$ cat config.mk
export PLATFORM = sky130hd
export DESIGN_NAME = datapath_control_unit
export DESIGN_NICKNAME = d
export VERILOG_FILES = /design/src/rtl/datapath_control_unit.sv
export SDC_FILE = /design/constraint.sdc
export NUM_CORES = 1
export LEC_CHECK = 0
export CORE_MARGIN = 1
export CORE_UTILIZATION = 25
export DETAILED_ROUTE_END_ITERATION = 6
export GPL_TIMING_DRIVEN = 0
export MAX_ROUTING_LAYER = met4
export PLACE_DENSITY = 0.61
export SLEW_MARGIN = 20
export SYNTH_ARGS = -nofsm -noshare
export SYNTH_HDL_FRONTEND = slang
export SYNTH_SLANG_ARGS = --single-unit
$ cat constraint.sdc
create_clock -name clk -period 3 [get_ports clk]
set_input_delay 0.75 -clock clk [delete_from_list [all_inputs] [get_ports clk]]
set_output_delay 0.75 -clock clk [all_outputs]
set_load 0.02 [all_outputs]
$ cat src/rtl/datapath_control_unit.sv
// Hardwired control sequencer for the datapath.
// Fetch runs in T0-T2 and execute in T3-T7. Every strobe is decoded from the current state and IR.
module datapath_control_unit (
    input  logic        clk,
    input  logic        reset,
    input  logic [31:0] IR,
    input  logic        Stop,
    output logic        Run,
    output logic        Illegal,
    output logic [15:0] Rout,
    output logic [15:0] Rin,
    output logic        HIout, LOout, Zhighout, Zlowout, PCout, MDRout, Cout,
    output logic        HIin, LOin, PCin, IRin, Zin, Yin, MARin, MDRin,
    output logic        Read,
    output logic        IncPC,
    output logic [12:0] AluOp
);

    typedef enum logic [3:0] {
        S_RESET, S_T0, S_T1, S_T2, S_T3, S_T4, S_T5, S_T6, S_T7, S_HALT
    } state_t;

    typedef enum logic [2:0] {
        C_NOP, C_ILL, C_HALT, C_ALU, C_IMM, C_UNARY, C_MULDIV, C_LD
    } cls_t;

    localparam int A_AND = 12, A_OR = 11, A_ADD = 10, A_SUB = 9, A_MUL = 8, A_DIV = 7;
    localparam int A_SHR = 6, A_SHRA = 5, A_SHL = 4, A_ROR = 3, A_ROL = 2, A_NEG = 1, A_NOT = 0;

    state_t      state;
    state_t      last_state;
    cls_t        cls;
    logic [12:0] alu;
    logic [15:0] ra_oh, rb_oh, rc_oh;
    logic        unused_ir;

    assign ra_oh     = 16'd1 << IR[26:23];
    assign rb_oh     = 16'd1 << IR[22:19];
    assign rc_oh     = 16'd1 << IR[18:15];
    assign unused_ir = ^IR[14:0];

    always_comb begin
        cls = C_ILL;
        alu = '0;
        case (IR[31:27])
            5'b00000: begin cls = C_LD;     alu[A_ADD]  = 1'b1; end
            5'b00001: begin cls = C_IMM;    alu[A_ADD]  = 1'b1; end
            5'b00011: begin cls = C_ALU;    alu[A_ADD]  = 1'b1; end
            5'b00100: begin cls = C_ALU;    alu[A_SUB]  = 1'b1; end
            5'b00101: begin cls = C_ALU;    alu[A_OR]   = 1'b1; end
            5'b00110: begin cls = C_ALU;    alu[A_AND]  = 1'b1; end
            5'b00111: begin cls = C_ALU;    alu[A_SHR]  = 1'b1; end
            5'b01000: begin cls = C_ALU;    alu[A_SHRA] = 1'b1; end
            5'b01001: begin cls = C_ALU;    alu[A_SHL]  = 1'b1; end
            5'b01010: begin cls = C_ALU;    alu[A_ROR]  = 1'b1; end
            5'b01011: begin cls = C_ALU;    alu[A_ROL]  = 1'b1; end
            5'b01100: begin cls = C_IMM;    alu[A_ADD]  = 1'b1; end
            5'b01101: begin cls = C_IMM;    alu[A_AND]  = 1'b1; end
            5'b01110: begin cls = C_IMM;    alu[A_OR]   = 1'b1; end
            5'b01111: begin cls = C_MULDIV; alu[A_MUL]  = 1'b1; end
            5'b10000: begin cls = C_MULDIV; alu[A_DIV]  = 1'b1; end
            5'b10001: begin cls = C_UNARY;  alu[A_NEG]  = 1'b1; end
            5'b10010: begin cls = C_UNARY;  alu[A_NOT]  = 1'b1; end
            5'b11010: cls = C_NOP;
            5'b11011: cls = C_HALT;
            default:  cls = C_ILL;
        endcase
    end

    always_comb begin
        case (cls)
            C_UNARY:             last_state = S_T4;
            C_ALU, C_IMM:        last_state = S_T5;
            C_MULDIV:            last_state = S_T6;
            C_LD:                last_state = S_T7;
            default:             last_state = S_T3;
        endcase
    end

    // A ">=" test keeps the sequence bounded even if IR changes mid-execute
    always_ff @(posedge clk or negedge reset) begin
        if (!reset) begin
            state <= S_RESET;
        end else begin
            case (state)
                S_RESET:          state <= S_T0;
                S_HALT:           state <= S_HALT;
                S_T0, S_T1, S_T2: state <= state_t'(state + 4'd1);
                default: begin
                    if (cls == C_HALT)
                        state <= S_HALT;
                    else if (state >= last_state)
                        state <= Stop ? S_HALT : S_T0;
                    else
                        state <= state_t'(state + 4'd1);
                end
            endcase
        end
    end

    always_comb begin
        Run = (state != S_RESET) && (state != S_HALT);
        Illegal = 1'b0;
        Rout = '0; Rin = '0; AluOp = '0;
        HIout = 1'b0; LOout = 1'b0; Zhighout = 1'b0; Zlowout = 1'b0;
        PCout = 1'b0; MDRout = 1'b0; Cout = 1'b0;
        HIin = 1'b0; LOin = 1'b0; PCin = 1'b0; IRin = 1'b0;
        Zin = 1'b0; Yin = 1'b0; MARin = 1'b0; MDRin = 1'b0;
        Read = 1'b0; IncPC = 1'b0;
        case (state)
            S_T0: begin PCout = 1'b1; MARin = 1'b1; IncPC = 1'b1; PCin = 1'b1; end
            S_T1: begin Read = 1'b1; MDRin = 1'b1; end
            S_T2: begin MDRout = 1'b1; IRin = 1'b1; end
            S_T3: case (cls)
                C_ALU, C_IMM, C_LD: begin Rout = rb_oh; Yin = 1'b1; end
                C_UNARY:            begin Rout = rb_oh; AluOp = alu; Zin = 1'b1; end
                C_MULDIV:           begin Rout = ra_oh; Yin = 1'b1; end
                C_ILL:              Illegal = 1'b1;
                default:            ;
            endcase
            S_T4: case (cls)
                C_ALU:        begin Rout = rc_oh; AluOp = alu; Zin = 1'b1; end
                C_IMM, C_LD:  begin Cout = 1'b1; AluOp = alu; Zin = 1'b1; end
                C_UNARY:      begin Zlowout = 1'b1; Rin = ra_oh; end
                C_MULDIV:     begin Rout = rb_oh; AluOp = alu; Zin = 1'b1; end
                default:      ;
            endcase
            S_T5: case (cls)
                C_ALU, C_IMM: begin Zlowout = 1'b1; Rin = ra_oh; end
                C_MULDIV:     begin Zlowout = 1'b1; LOin = 1'b1; end
                C_LD:         begin Zlowout = 1'b1; MARin = 1'b1; end
                default:      ;
            endcase
            S_T6: case (cls)
                C_MULDIV:     begin Zhighout = 1'b1; HIin = 1'b1; end
                C_LD:         begin Read = 1'b1; MDRin = 1'b1; end
                default:      ;
            endcase
            S_T7: if (cls == C_LD) begin MDRout = 1'b1; Rin = ra_oh; end
            default: ;
        endcase
    end

endmodule
==> impl_summary.md, run 1 <==
Worst setup path
The largest single stage delay on the critical path is 0.41 ns. Of all nets on the critical path, the largest fanout is 5. In this run the critical register-to-register path is launched from state[0]. The worst setup path is of the in -> out kind.

The element type at the critical path end is an output pin. STA classifies the critical path startpoint as an input pin. The worst register-to-register path ends at state[0]. Walking the worst path, the cells encountered are buf_8, buf_6, or3b_4, buf_6, o22ai_4, and2_4, a21oi_1, o22ai_1, buf_4. The worst endpoint required time is 2.25 ns. The number of buffers and inverters on the critical path is 4.

For this design, the slowest cell found on the critical path is sky130_fd_sc_hd__or3b_4. The number of cells traversed by the worst register-to-register path is 7. The slack of the worst reg-to-reg path is between 1 and 1.5 ns. Broken down by cell family, the worst path's largest delay share belongs to simple AND/OR/NAND/NOR gates.

Among the stages of the critical path, the cell type that occurs most often is sky130_fd_sc_hd__buf_6. At the worst endpoint, the arrival time is 2.36 ns.

Logic synthesis
The number of different library cells used by synthesis comes to 60. Yosys printed 0 warnings. The average instance area after synthesis is 6.605 um2. For this run, asynchronously set or reset flops after synthesis account for 100.0%. The post-synthesis instance total is between 200 and 300. After synthesis, the largest area contributor takes up roughly 6.6% of total cell area. In this run, synthesis inferred 0 flip-flops with an integrated enable. The number of synthesized register bits is 4. The dominant register cell in the synthesized netlist is sky130_fd_sc_hd__dfrtp_1. The dominant cell type by area after synthesis is sky130_fd_sc_hd__a22oi_1.

The share of the yosys chip area belonging to registers is 5.155%. By area the synthesized netlist is led by sky130_fd_sc_hd__a22oi_1 (6.6%), sky130_fd_sc_hd__o22ai_1 (5.5%), sky130_fd_sc_hd__nor2_1 (5.4%). The area of the mapped netlist is 0.001942 mm2.

Hold path
The hold path startpoint is state[0]. The path category of the worst min-delay check is reg -> reg. The hold-critical path depth is 1. The end of the worst hold path is state[0].

STA
The count of final max-slew check failures is 0. Hold timing on the final database bottoms out at a slack of between 0.5 and 0.6 ns. The final setup slack of the worst path is -0.1099 ns. The summed negative setup slack over all endpoints is -1.530 ns. Setup violations remaining at the end of the flow were counted as 25.

For the final database, setup skew stands at 0.002251 ns. Setup repair after global routing could not meet its margin everywhere. The final number of hold-violating endpoints was 0. Based on the critical path, the design can be clocked at up to 321.6 MHz. Of the available clock period, the critical path in the final layout requires 103.7%. The worst path in the final design needs a cycle of 3.110 ns, including I/O delays and setup.

Route
Dividing the detail-routed via count by the number of cells gives between 5 and 6. For this run, design rule violations remaining after detail routing come to 0. For this block, the initial DRC count from the detailed router was 167.

The count of nets left with antenna violations after detail routing is 0. Wires add up to a little over 8000 um. The detailed-router iteration count before antenna repair is 4.

Dividing the detail-routed wire length by the instance count gives 16.48 um. Summing over every cut layer, the via total after detailed routing is between 2000 and 3000.

Floorplan
For this configuration, the core starts out at a cell density of about a quarter. The x dimension of the die is 90.14 um. The placeable core region is roughly 0.0074 mm2. The top-level I/O count is between 90 and 100. The die area is roughly 0.0081 mm2. The total number of placement rows is 31. Measured along the y axis, the die boundary spans about 90 um.

Global route
Entering global routing, the biggest net connects 11 pins. The first-pass GRT wire length is about 12000 um. The overall routing resource usage is about 18%. The total congestion overflow after global routing is 0. The initial antenna violation count came to 0. The number of global-route vias before repair is around 2500.

Finish
The count of antenna diodes in the layout is 0. The area of all sequential standard cells is 102.6 um2. The multi-input combinational cells in the finished layout cover a total of 0.002201 mm2. The register with the most flip-flops in the final layout is state. The register with the most flip-flops in the layout has 4 of them. The filler cell count in the final layout is 723. In the final layout, the registers with the most flip-flops are state x4. The layout cell share with drive strength beyond 1 is 50.50%.

The most common cell after layout, fill and taps aside is sky130_fd_sc_hd__buf_4. The final core area utilization is approximately half. The signed area change from the synthesized netlist to the final layout is 88.40%. The count of placed standard cells in the final layout, fillers left out is 499. The top cell types in the final layout, fill and taps aside, are sky130_fd_sc_hd__buf_4 (40), sky130_fd_sc_hd__buf_6 (31), sky130_fd_sc_hd__nor2_1 (23). The final net count is 445.

Run status
The run finished, with violations left. The checks that failed: negative setup slack.

Clock tree
Buffers inserted during clock tree synthesis total 3. The tree built by TritonCTS fans out to 4 sinks. The CTS tree is done. The root buffer cell chosen for the clock tree is sky130_fd_sc_hd__clkbuf_8. CTS built an H-tree with a depth of 1. After clock tree synthesis, the clock-pin slew on the worst setup and hold paths is ~0.03 ns. The clock passes through at most 2 buffers.

The clock latency at the later pin of the worst-skew pair is 0.22 ns.

Power and ir drop
IR analysis of the VDD net gives a maximum drop of between 0.0003 and 0.0004 V. In this run the static leakage power is 1.452 nW. Dividing total power by cell area gives a power density of 356.8 mW/mm2.

Place
Once placement completed, the tool counted placed cells totaling 471. Routability-driven placement finished with a final weighted congestion of 0.9001. The count of buffers added on input and output ports is between 70 and 80. Timing analysis after detailed placement gives a worst setup slack of -1.147 ns.

Detailed placement finished with a half-perimeter wire length of 5674 um.

Run
Across the run, the number of max-cap violations was 0.
## layout make-up
type | instances | area share, %
Buffer | 28 | 6.293
Multi-Input combinational cell | 254 | 60.16
Clock buffer | 3 | 1.129
Sequential cell | 4 | 2.804
Timing Repair Buffer | 103 | 25.41
Inverter | 8 | 0.8208
Tap cell | 99 | 3.386
## synth_stat cells, types with 2 or more instances
cell	instances
sky130_fd_sc_hd__clkbuf_1	10
sky130_fd_sc_hd__a22oi_1	17
sky130_fd_sc_hd__nand2b_1	10
sky130_fd_sc_hd__nor3_1	16
sky130_fd_sc_hd__or3_1	2
sky130_fd_sc_hd__nand2_1	17
sky130_fd_sc_hd__nand4_1	7
sky130_fd_sc_hd__nor3b_1	2
sky130_fd_sc_hd__nand3_1	6
sky130_fd_sc_hd__buf_1	2
sky130_fd_sc_hd__nor4_1	13
sky130_fd_sc_hd__buf_6	2
sky130_fd_sc_hd__or2_2	3
sky130_fd_sc_hd__buf_4	8
sky130_fd_sc_hd__and2_1	11
sky130_fd_sc_hd__buf_2	7
sky130_fd_sc_hd__nor2b_1	12
sky130_fd_sc_hd__nor3_2	9
sky130_fd_sc_hd__ha_1	8
sky130_fd_sc_hd__inv_1	7
sky130_fd_sc_hd__nor4b_1	2
sky130_fd_sc_hd__o21ai_0	8
sky130_fd_sc_hd__and3_1	3
sky130_fd_sc_hd__a32o_1	2
sky130_fd_sc_hd__a31oi_1	6
sky130_fd_sc_hd__o22ai_1	17
sky130_fd_sc_hd__nor2_2	2
sky130_fd_sc_hd__dfrtp_1	4
sky130_fd_sc_hd__nor2_1	28
sky130_fd_sc_hd__a2bb2oi_1	2
sky130_fd_sc_hd__a21oi_1	19
sky130_fd_sc_hd__mux2i_1	4
## through the flow
step	area [um2]	power, mW
6_report	3659	1.305
3_3_place_gp	2846	0.9823
2_1_floorplan	1952	0.7007
3_5_place_dp	2846	0.9905
4_1_cts	3331	1.214
5_1_grt	3659	1.395
## worst reg2reg max path, stage by stage (launching register included)
cell and delay [ns]:
sky130_fd_sc_hd__dfrtp_2 0.45, sky130_fd_sc_hd__inv_2 0.12, sky130_fd_sc_hd__ha_1 0.23, sky130_fd_sc_hd__nand2b_1 0.16
sky130_fd_sc_hd__a2111oi_2 0.36, sky130_fd_sc_hd__a21oi_1 0.11, sky130_fd_sc_hd__o21ai_1 0.22, sky130_fd_sc_hd__nand3_1 0.11
## report_power, final
group | switching [mW] | internal, mW | total (mW)
clock | 0.0281 | 0.0855 | 0.114
sequential | 0.0335 | 0.0830 | 0.117
combinational | 0.596 | 0.479 | 1.08
total | 0.658 | 0.648 | 1.31
## cells by family (layout without fill, tap and decap cells)
group	after synthesis	after routing	share of synthesized area, %
XOR/XNOR	2	2	0.9022
AND/OR/NAND/NOR	151	151	45.88
multiplexers	5	5	2.642
other	1	2	0.1931
flip-flops	4	4	5.155
adder cells (fa/ha/maj)	8	8	5.155
AO/OA/AOI/OAI	86	86	30.16
buffers and inverters	37	142	9.923
## timing repair
action | in CTS | in global routing
gates cloned | 1 | 1
gates resized for setup | 289 | 111
hold buffers | 0 | 0
pin swaps | 23 | 30
setup buffers | 20 | 4
endpoints found under the setup margin | 63 | 48
## worst max path at each step
stage               endpoint  depth (start not counted)    from  slack [ns]
CTS                  Rout[9]                          8  IR[27]       -0.18
detailed placement  Rout[12]                          8  IR[31]       -1.15
floorplan            Rout[3]                          7  IR[30]        0.05
finish               Rout[3]                          9  IR[27]       -0.11
global placement    Rout[12]                          8  IR[31]       -1.16
global route          Rin[7]                         11  IR[27]       -0.18
## layer usage
metal  up-vias  global-route usage [%]  routed length (um)
met3        15                   1.184                 463
li1       1324                       -                   -
met4         0                   4.167                 130
met5         -                       -                   0
met2       128                   29.01                4001
met1      1285                   25.18                3628
(Power assumes the default switching activity.)
==> inputs of run 2 (changes only) <==
- CTS_BUF_LIST: unset -> sky130_fd_sc_hd__clkbuf_8
- CTS_CLUSTER_DIAMETER: unset -> 150
- CTS_CLUSTER_SIZE: unset -> 14
==> results of run 2 <==
Same layout as run 1: the final DEF is identical, and so are final timing and power.
